==> config.mk <==
export PLATFORM = sky130hd
export DESIGN_NAME = sipo_deserializer
export DESIGN_NICKNAME = d
export VERILOG_FILES = /design/src/rtl/sipo_deserializer.sv
export SDC_FILE = /design/constraint.sdc
export NUM_CORES = 1
export LEC_CHECK = 0
export CELL_PAD_IN_SITES_DETAIL_PLACEMENT = 2
export CELL_PAD_IN_SITES_GLOBAL_PLACEMENT = 2
export CORE_ASPECT_RATIO = 0.7
export CORE_MARGIN = 2
export CORE_UTILIZATION = 42
export CTS_BUF_LIST = sky130_fd_sc_hd__clkbuf_16
export DETAILED_ROUTE_END_ITERATION = 7
export DONT_BUFFER_PORTS = 1
export GPL_ROUTABILITY_DRIVEN = 0
export PLACE_DENSITY_LB_ADDON = 0.1
export SYNTH_ARGS = -nofsm -noshare
export SYNTH_HDL_FRONTEND = slang
export SYNTH_SLANG_ARGS = --single-unit
==> constraint.sdc <==
create_clock -name Clk -period 5.25 [get_ports Clk]
set_clock_uncertainty 0.1 [all_clocks]
set_input_delay 0.7875 -clock Clk [delete_from_list [all_inputs] [get_ports Clk]]
set_output_delay 0.7875 -clock Clk [all_outputs]
set_load 0.01 [all_outputs]
==> src/rtl/sipo_deserializer.sv <==
// Serial-in/parallel-out deserializer with a one-word valid/ready holding register,
// sticky overflow, and an optional even-parity check (enabled by defining SIPO_PARITY_EN).
module sipo_deserializer #(
   parameter int unsigned WIDTH     = 8,
   parameter int unsigned MSB_FIRST = 1,
`ifdef SIPO_PARITY_EN
   localparam int unsigned FRAME    = WIDTH + 1,
`else
   localparam int unsigned FRAME    = WIDTH,
`endif
   localparam int unsigned CNT_W    = $clog2(FRAME) + 1
) (
   input  logic             Clk,
   input  logic             rst,
   input  logic             D,
   input  logic             d_valid,
   input  logic             frame_clr,
   output logic [WIDTH-1:0] q,
   output logic             q_valid,
   input  logic             q_ready,
   output logic [CNT_W-1:0] bit_cnt,
   output logic             overflow,
   input  logic             ovf_clr,
   output logic             parity_err
);

   localparam logic [CNT_W-1:0] LastCnt = CNT_W'(FRAME - 1);

   logic [WIDTH-1:0] sreg;
   logic [WIDTH-1:0] shifted;
   logic [WIDTH-1:0] word;
   logic             last;
   logic             free;

   always_comb begin
      shifted = sreg;
      if (MSB_FIRST != 0) begin
         shifted = {sreg[WIDTH-2:0], D};
      end else begin
         shifted = {D, sreg[WIDTH-1:1]};
      end
      last = d_valid && !frame_clr && (bit_cnt == LastCnt);
      free = !q_valid || q_ready;
`ifdef SIPO_PARITY_EN
      // The final bit of the frame is parity; the data bits are already in sreg.
      word = sreg;
`else
      word = shifted;
`endif
   end

   always_ff @(posedge Clk or negedge rst) begin
      if (!rst) begin
         sreg     <= '0;
         bit_cnt  <= '0;
         q        <= '0;
         q_valid  <= 1'b0;
         overflow <= 1'b0;
      end else begin
         if (frame_clr) begin
            sreg    <= '0;
            bit_cnt <= '0;
         end else if (d_valid) begin
            if (last) begin
               sreg    <= '0;
               bit_cnt <= '0;
            end else begin
               sreg    <= shifted;
               bit_cnt <= bit_cnt + CNT_W'(1);
            end
         end

         if (last && free) begin
            q       <= word;
            q_valid <= 1'b1;
         end else if (q_valid && q_ready) begin
            q_valid <= 1'b0;
         end

         // Set wins over clear when both happen in one cycle.
         if (last && !free) begin
            overflow <= 1'b1;
         end else if (ovf_clr) begin
            overflow <= 1'b0;
         end
      end
   end

`ifdef SIPO_PARITY_EN
   logic par_bad;

   assign par_bad = (^sreg) ^ D;

   always_ff @(posedge Clk or negedge rst) begin
      if (!rst) begin
         parity_err <= 1'b0;
      end else if (last && free) begin
         parity_err <= par_bad;
      end
   end
`else
   assign parity_err = 1'b0;
`endif

endmodule

# After elaboration in Yosys (flattened, before gate mapping)
# Cells that the tools add are included.
totals:
  output_inout_bits: 15
  wordCells: 29
  n_memories: 0
  romBits: 0
  regBits: 21
  in_bits: 7
  latch_bits: 0
  ram_bits: 0
classes:
  div_mod_pow: 0
  bitwise: 0
  n_addsub: 1
  order_cmp: 0
  n_reduce_logical: 12
  muxes: 10
  mul: 0
  eq_ne: 1
  shifts: 0
op_table:
  columns: ["op", "count"]
  rows:
  - ["$mux W7", 3]
  - ["$mux W4", 3]
  - ["$reduce_bool A2 Y1", 3]
  - ["$logic_and A1 B1 Y1", 5]
  - ["$add A4 B1 Y4 const B", 1]
  - ["$eq A4 B3 Y1 const B", 1]
  - ["$mux W1", 4]
  - ["$logic_not A1 Y1", 3]
  - ["$logic_or A1 B1 Y1", 1]

# Depth between registers and ports, before layout
# Gate-level depths: netlist of run 1.
depth:
  word_depth: 6
  mapped_depth: 4
  depth_no_buf: 4

# Worst setup path after synthesis of run 1
# OpenSTA, ideal clock, no wires.
synth_path:
  path_type: "input to register"
  start: "input port frame_clr"
  end: "register q[0]"
  setup_slack_ns: 3.216
  t_arrival_ns: 1.809
  t_required_ns: 5.025
  cell_stages: 3
  n_path_buf: 1
  setup_time_ns: 0.125
  cell_sequence: "clkbuf_1 -> nor4b_4 -> mux2_2"
synth_between:
  elab_chain_cells: 4
synth_lines:
  columns: ["element", "line", "rtl"]
  rows:
  - ["from (decl)", "17", "input logic frame_clr,"]
  - ["$logic_not A1 Y1", "42", "last = d_valid && !frame_clr && (bit_cnt == LastCnt);"]
  - ["$logic_and A1 B1 Y1 (2 in a row)", "42", null]
  - ["$logic_and A1 B1 Y1", "73", "if (last && free) begin"]
  - ["to (signal assigned)", "74", "q <= word;"]
  - ["to (decl)", "18", "output logic [WIDTH-1:0] q,"]
# No other way between the ends.
# A chain may end at the register's enable or synchronous reset.

# Final worst setup path of run 1
layout_path:
  start: "register bit_cnt[0]"
  end: "register bit_cnt[0]"
layout_between:
  elab_chain_cells: 5
  elab_cells_between_ends: 6
  cone_classes: "add/sub: 1; eq/ne: 1; mux: 3; reduce/logical: 1"
layout_lines:
  columns: ["element", "line", "rtl"]
  rows:
  - ["from (decl)", "21", "output logic [CNT_W-1:0] bit_cnt,"]
  - ["from (signal assigned)", "69", "bit_cnt <= bit_cnt + CNT_W'(1);"]
  - ["branches (longest 2 deep; another with $add A4 B1 Y4)", null, null]
  - ["$mux W4 (*)", "64", "if (last) begin"]
  - ["$mux W4 (*)", "63", "end else if (d_valid) begin"]
  - ["$mux W4 (*)", "60", "if (frame_clr) begin"]
# Every way passes the cells marked *. The select of a mux whose other input is x is not followed.

==> results.ini, run 1 <==
[critical_path]
worstSetupStartpointType=flop
worst-path-buf-inv=0
critical_path_class=reg -> reg
rr_worst_depth=3
worstPathMaxFanout=8
path_delay_family=compound AO/OA/AOI/OAI gates
slowest_delay_ns=0.96
path_cells=ha_1 > a311oi_1 > mux2_2
slowest_stage=a311oi_1
worstPathArrival_ns=2.24
cp-end-kind=flop
cp.required_ns=5.34
r2r_slack_ns=3.10
r2r-end=bit_cnt[0]
r2r-start=bit_cnt[0]

[drt]
drc=0
dr.pass1.iters=3
post_drt_wl_per_cell_um=19.6
ant_nets=0
drt_iter0_drc=13
vias_per_cell=5.94
dr_total_vias=505
wirelength_um=1660

[final_layout]
fill_cells=174
area_growth_pct=11.4
drive_gt1_share_pct=22.2
fin_nets=72
diodes=0

[clocking]
cts_sinks=21
numCtsBuffers=3
cts-root-buf=clkbuf_16
cts_max_level=1
clock_latency_ns=0.25
cts_tree=built
postCtsSetupBuffers=0
cts_hold_repair.buffers=0
cts_buffer_depth=2
post_cts_resized=0
clkTransAtPathRegs_ns=0.06

[sta]
layout_setup_ws_ns=3.10
hold_ws_ns=0.123
finalMaxSlewViolations=0
slew_headroom_pct=21.2
fin_crit_sh_pct=41.0
worst_pin_slew_ns=1.17
setup_viol=0
max_freq_mhz=465
finalSetupTns_ns=0
period_minus_slack_ns=2.15
rsz0062_at_grt=false
hold_viol=0

[floorplan]
die_area_um2=2390
start_util_pct=45.1
die_h_um=41.5
core-area_um2=1870
pin_count=22
rows=13
die_w_um=57.6

[global_route]
grt_pass1_wl_um=2840
grt_pass1_vias=562
use_met3_pct=8.41
grtUsageTotal_pct=16.6
met2_usage_pct=24.1
antenna_found_initial=0
met1_usage_pct=21.5
grt-busiest-layer=met2
grt_overflow=0
grt_max_degree=22

[worst_hold_path]
hold_path_class=in -> async

[power]
p_total_mw=0.336
power.leakage_nw=0.460
powerDensity_nw_per_um2=357
ir_drop_mv=0.307

[run_status]
status=complete, no violations

[placed_design]
pre_cts_slack_ns=3.07
portBuffers=0
place_hpwl_um=1160

[logic_synthesis]
ys_seq_area_share_pct=62.3
syn_area_um2=843
ys_types=19
ys_ff_latch=21
synth-warning-count=0
syn_nets=69
synthCells=61
syn_area_per_cell_um2=13.8

[run]
cap_violations=0

-- routing by layer --
metal  wire length (µm)  share of wire, %
met5                  0                 0
met4                 12              0.72
met3                105               6.3
met2                755                45
met1                790                47
-- flip-flops by register name (all words and copies together), names as in the netlist --
| name | flops |
|---|---|
| bit_cnt | 4 |
| q_valid | 1 |
| q | 8 |
| sreg | 7 |
| overflow | 1 |
-- worst register-to-register path: cells and delay by family, from the launching register on --
family	cells	cell delay [ns]
AOI/OAI and AO/OA	1	0.96
adders and majority gates	1	0.27
DFF	1	0.45
muxes	1	0.31
-- cell families after synthesis --
logic type | count (synthesis) | share of synthesized area [%]
simple gates | 12 | 9.20
mux | 10 | 13.2
xor+xnor | 1 | 1.04
flops | 21 | 62.3
fa+ha+maj | 1 | 1.48
other cells | 1 | 0.445
buf+inv | 5 | 2.67
compound gates | 10 | 9.64
-- layout make-up --
type                    count  area (µm²)  share of cell area (%)
clock buffers               3        75.1                    7.99
clock inverters             1        5.00                   0.533
inverters                   3        11.3                    1.20
multi-input cells          35         295                    31.4
flip-flops and latches     21         526                    55.9
well taps                  22        27.5                    2.93
-- through the flow --
stage                     cells  util, %  area, µm²
final                        85     50.2        940
after global routing         85     50.2        940
after CTS                    85     50.2        940
after detailed placement     81     46.0        860
after global placement       81     46.0        860
after floorplan              61        -        843
-- Yosys cell counts --
library cell | n | area [µm²]
inv_1 | 3 | 11.3
nand4_1 | 1 | 6.26
a21oi_1 | 1 | 5.00
xor2_1 | 1 | 8.76
dfrtp_1 | 21 | 526
nor4b_4 | 1 | 23.8
buf_4 | 1 | 7.51
a22o_1 | 7 | 61.3
o22ai_1 | 1 | 6.26
or3_1 | 2 | 12.5
nand2_1 | 3 | 11.3
a311oi_1 | 1 | 8.76
mux2i_1 | 1 | 10.0
conb_1 | 1 | 3.75
ha_1 | 1 | 12.5
nand2b_1 | 2 | 12.5
mux2_2 | 9 | 101
nor2_1 | 3 | 11.3
clkbuf_1 | 1 | 3.75
-- report_power, final --
| group | switching, mW | total [mW] | internal, mW |
|---|---|---|---|
| Clock | 0.0585 | 0.161 | 0.102 |
| Combinational | 0.00422 | 0.00737 | 0.00315 |
| Sequential | 0.00322 | 0.167 | 0.164 |
| Total | 0.0659 | 0.336 | 0.270 |
-- placed cells by master, fill, tap and decap left out --
| cell | instances |
|---|---|
| a311oi_1 | 1 |
| a21oi_1 | 1 |
| inv_1 | 3 |
| dfrtp_1 | 21 |
| conb_1 | 1 |
| nor4b_4 | 1 |
| mux2_2 | 9 |
| or3_1 | 2 |
| o22ai_1 | 1 |
| ha_1 | 1 |
| nand2b_1 | 2 |
| a22o_1 | 7 |
| xor2_1 | 1 |
| nand2_1 | 3 |
| nor2_1 | 3 |
| nand4_1 | 1 |
| clkbuf_16 | 3 |
| mux2i_1 | 1 |
| clkinv_2 | 1 |
-- worst max path at each step --
stage | from | endpoint | slack [ns] | cells after the start
after global routing | bit_cnt[0] | bit_cnt[0] | 2.98 | 3
after floorplan | frame_clr | q[0] | 3.22 | 3
after CTS | bit_cnt[0] | bit_cnt[0] | 3.08 | 3
after global placement | d_valid | q[2] | 3.16 | 3
final | bit_cnt[0] | bit_cnt[0] | 3.10 | 3
after detailed placement | d_valid | bit_cnt[0] | 3.07 | 3
Power figures use the tool's default switching activity.
==> inputs of run 2 (changes only) <==
--- a/config.mk
+++ b/config.mk
@@ -9,7 +9,7 @@
 export CELL_PAD_IN_SITES_GLOBAL_PLACEMENT = 2
 export CORE_ASPECT_RATIO = 0.7
 export CORE_MARGIN = 2
-export CORE_UTILIZATION = 42
+export CORE_UTILIZATION = 35
 export CTS_BUF_LIST = sky130_fd_sc_hd__clkbuf_16
 export DETAILED_ROUTE_END_ITERATION = 7
 export DONT_BUFFER_PORTS = 1
==> constraint.sdc (replaced) <==
create_clock -name Clk -period 1.8 [get_ports Clk]
set_clock_uncertainty 0.1 [all_clocks]
set_input_delay 0.27 -clock Clk [delete_from_list [all_inputs] [get_ports Clk]]
set_output_delay 0.27 -clock Clk [all_outputs]
set_load 0.01 [all_outputs]
==> run 2 against run 1 <==
Net effect: clock-buffer cell count is the same; die area grew 18%; largest cell class unchanged; combinational power grew to 6.3 times the previous value; global-route usage shrank 1.4 points; fmax grew 28%; worst setup slack lost 3.0 ns; register-to-register slack lost 3.0 ns; clock power grew to 2.8 times the previous value; final area grew 8.9%; wire length grew 5.6%; non-clock buffer count grew 8.
==> results.ini, run 2 (same netlist as run 1, synthesis figures left out) <==
[final_layout]
area_growth_pct=21.4
reg.largest.list=q x8, sreg x7, bit_cnt x4
regMostFlops=q
layout_commonest_cell=dfrtp_1
diodes=0  ; unchanged
fin_nets=80  ; +11%
utilization_pct=46.4  ; -3.9 points
drive_gt1_share_pct=29.6  ; +7.4 points
largest_register_ffs=8  ; unchanged
mostFrequentLayoutCells=dfrtp_1, mux2_2, a22o_1

[power]
switchingPower_mw=0.192  ; +190%
power_switching_share_pct=19.5  ; -0.18 points
p_comb_share_pct=4.7  ; +2.5 points
pwr-share-seq_pct=49.0  ; -0.9 points
powerDensity_nw_per_um2=965  ; +170%
clkPwrFrac_pct=46.3  ; -1.6 points
ir_drop_mv=0.536  ; +74%
power.leakage_nw=0.501  ; +9.1%
p_int_mw=0.795  ; +190%

[floorplan]
rows=14  ; +1
pin_count=22  ; unchanged
die_w_um=62.7  ; +8.9%
die_area_um2=2820  ; +18%
die_h_um=45.1  ; +8.6%
start_util_pct=38.2  ; -6.9 points
core-area_um2=2210  ; +18%

[drt]
ant_nets=0  ; unchanged
dr.pass1.iters=2  ; -1
vias_per_cell=5.08  ; -15%
drt_iter0_drc=10  ; -3
wirelength_um=1760  ; +5.6%
post_drt_wl_per_cell_um=17.1  ; -13%
drc=0  ; unchanged
dr_total_vias=523  ; +3.6%

[clocking]
cts_sinks=21  ; unchanged
cts-root-buf=clkbuf_16
cts_buffer_depth=2  ; unchanged
clkTransAtPathRegs_ns=0.06  ; about the same
postCtsSetupBuffers=0  ; unchanged
numCtsBuffers=3  ; unchanged
cts_max_level=1  ; unchanged
cts_tree=built
clock_latency_ns=0.25  ; about the same

[sta]
period_minus_slack_ns=1.67  ; -0.476 ns
slew_headroom_pct=36.6  ; +15 points
hold_ws_ns=0.0238  ; -0.0992 ns
hold_viol=0  ; unchanged
rsz0062_at_grt=false
max_freq_mhz=597  ; +28%
setup_viol=0  ; unchanged
fin_crit_sh_pct=93.0  ; +52 points
finalMaxSlewViolations=0  ; unchanged
worst_pin_slew_ns=0.947  ; -0.226 ns
finalSetupTns_ns=0  ; unchanged

[global_route]
grt_pass1_vias=586  ; +4.3%
grt_pass1_wl_um=3090  ; +8.8%
antenna_found_initial=0  ; unchanged
grtUsageTotal_pct=15.2  ; -1.4 points
grt_max_degree=22  ; unchanged
grt_overflow=0  ; unchanged

[critical_path]
slowest_delay_ns=0.35  ; -0.61 ns
path_cells=ha_1 > nand2_2 > nor4b_4 > buf_6 > mux2_2
critical_path_class=reg -> reg
worstSetupStartpointType=flop
slowest_stage=dfrtp_1
worstPathMaxFanout=8  ; unchanged
cp.required_ns=1.83  ; -3.51 ns
worstPathArrival_ns=1.71  ; -0.53 ns
cp-end-kind=flop

[worst_hold_path]
hold_path_class=in -> reg

[run_status]
status=complete, no violations

[run]
cap_violations=0  ; unchanged

[placed_design]
place_hpwl_um=1190  ; +2.8%
portBuffers=0  ; unchanged

[run 2: cell count changes in the layout (fill, tap and decap cells not counted)]
cell	before	now
buf_4	0	5
buf_6	0	1
nand2_2	0	1
dlygate4sd3_1	0	2
nand2_1	3	2
[run 2: timing repair]
action / in CTS / in global routing
hold buffers: 2 / 0
hold endpoints to repair: 24 / 0
resized for setup: 0 / 2
endpoints found under the setup margin: 0 / 8
[run 2: stage by stage]
stage | setup slack, ns | cell area [µm²] | std cells | total power [mW]
global placement | 0.162 | 917 | 97 | 0.525
CTS | 0.0435 | 1020 | 103 | 1.01
floorplan | 0.0576 | 843 | 61 | 0.516
global route | 0.0508 | 1020 | 103 | 1.04
finish | 0.126 | 1020 | 103 | 0.987
detailed placement | 0.116 | 917 | 97 | 0.526
[run 2: final cells by class]
| class | instances | area [µm²] |
|---|---|---|
| clock buffer | 3 | 75.1 |
| clock inverter | 1 | 5.00 |
| fill | 229 | 1180 |
| inverter | 3 | 11.3 |
| multi-input combinational | 35 | 298 |
| sequential | 21 | 526 |
| tap | 32 | 40.0 |
| timing repair buffer | 8 | 68.8 |
[run 2: worst max-delay path, delay by kind of cell, from the launching register on]
kind	cells	cell delay, ns
fa+ha+maj	1	0.21
simple gates	2	0.38
flops	1	0.35
buf+inv	1	0.18
mux	1	0.34
[run 2: power groups by stage]
stage / clock [mW] / sequential, mW / combinational, mW
finish: 0.457 / 0.484 / 0.0466
global route: 0.500 / 0.484 / 0.0529
CTS: 0.478 / 0.483 / 0.0482
detailed placement: 0 / 0.492 / 0.0339
global placement: 0 / 0.492 / 0.0333
floorplan: 0 / 0.495 / 0.0210
[run 2: final timing paths]
path | to | slack, ns | depth (start not counted) | startpoint
worst min register to register | sreg[4] | 0.43 | 1 | sreg[3]
worst min-delay path | overflow | 0.02 | 1 | ovf_clr
max in group asynchronous | q[1] | 0.51 | 1 | rst
worst max-delay path | q[3] | 0.13 | 5 | bit_cnt[0]
min in group asynchronous | bit_cnt[2] | 0.52 | 1 | rst
worst max register to register | q[3] | 0.13 | 5 | bit_cnt[0]
[run 2: routing by layer]
metal,track usage (%),wire [µm],vias up
met5,0,0,-
met1,18.6,799,269
met4,6.67,19,0
li1,-,-,239
met2,23.4,822,13
met3,7.23,116,2
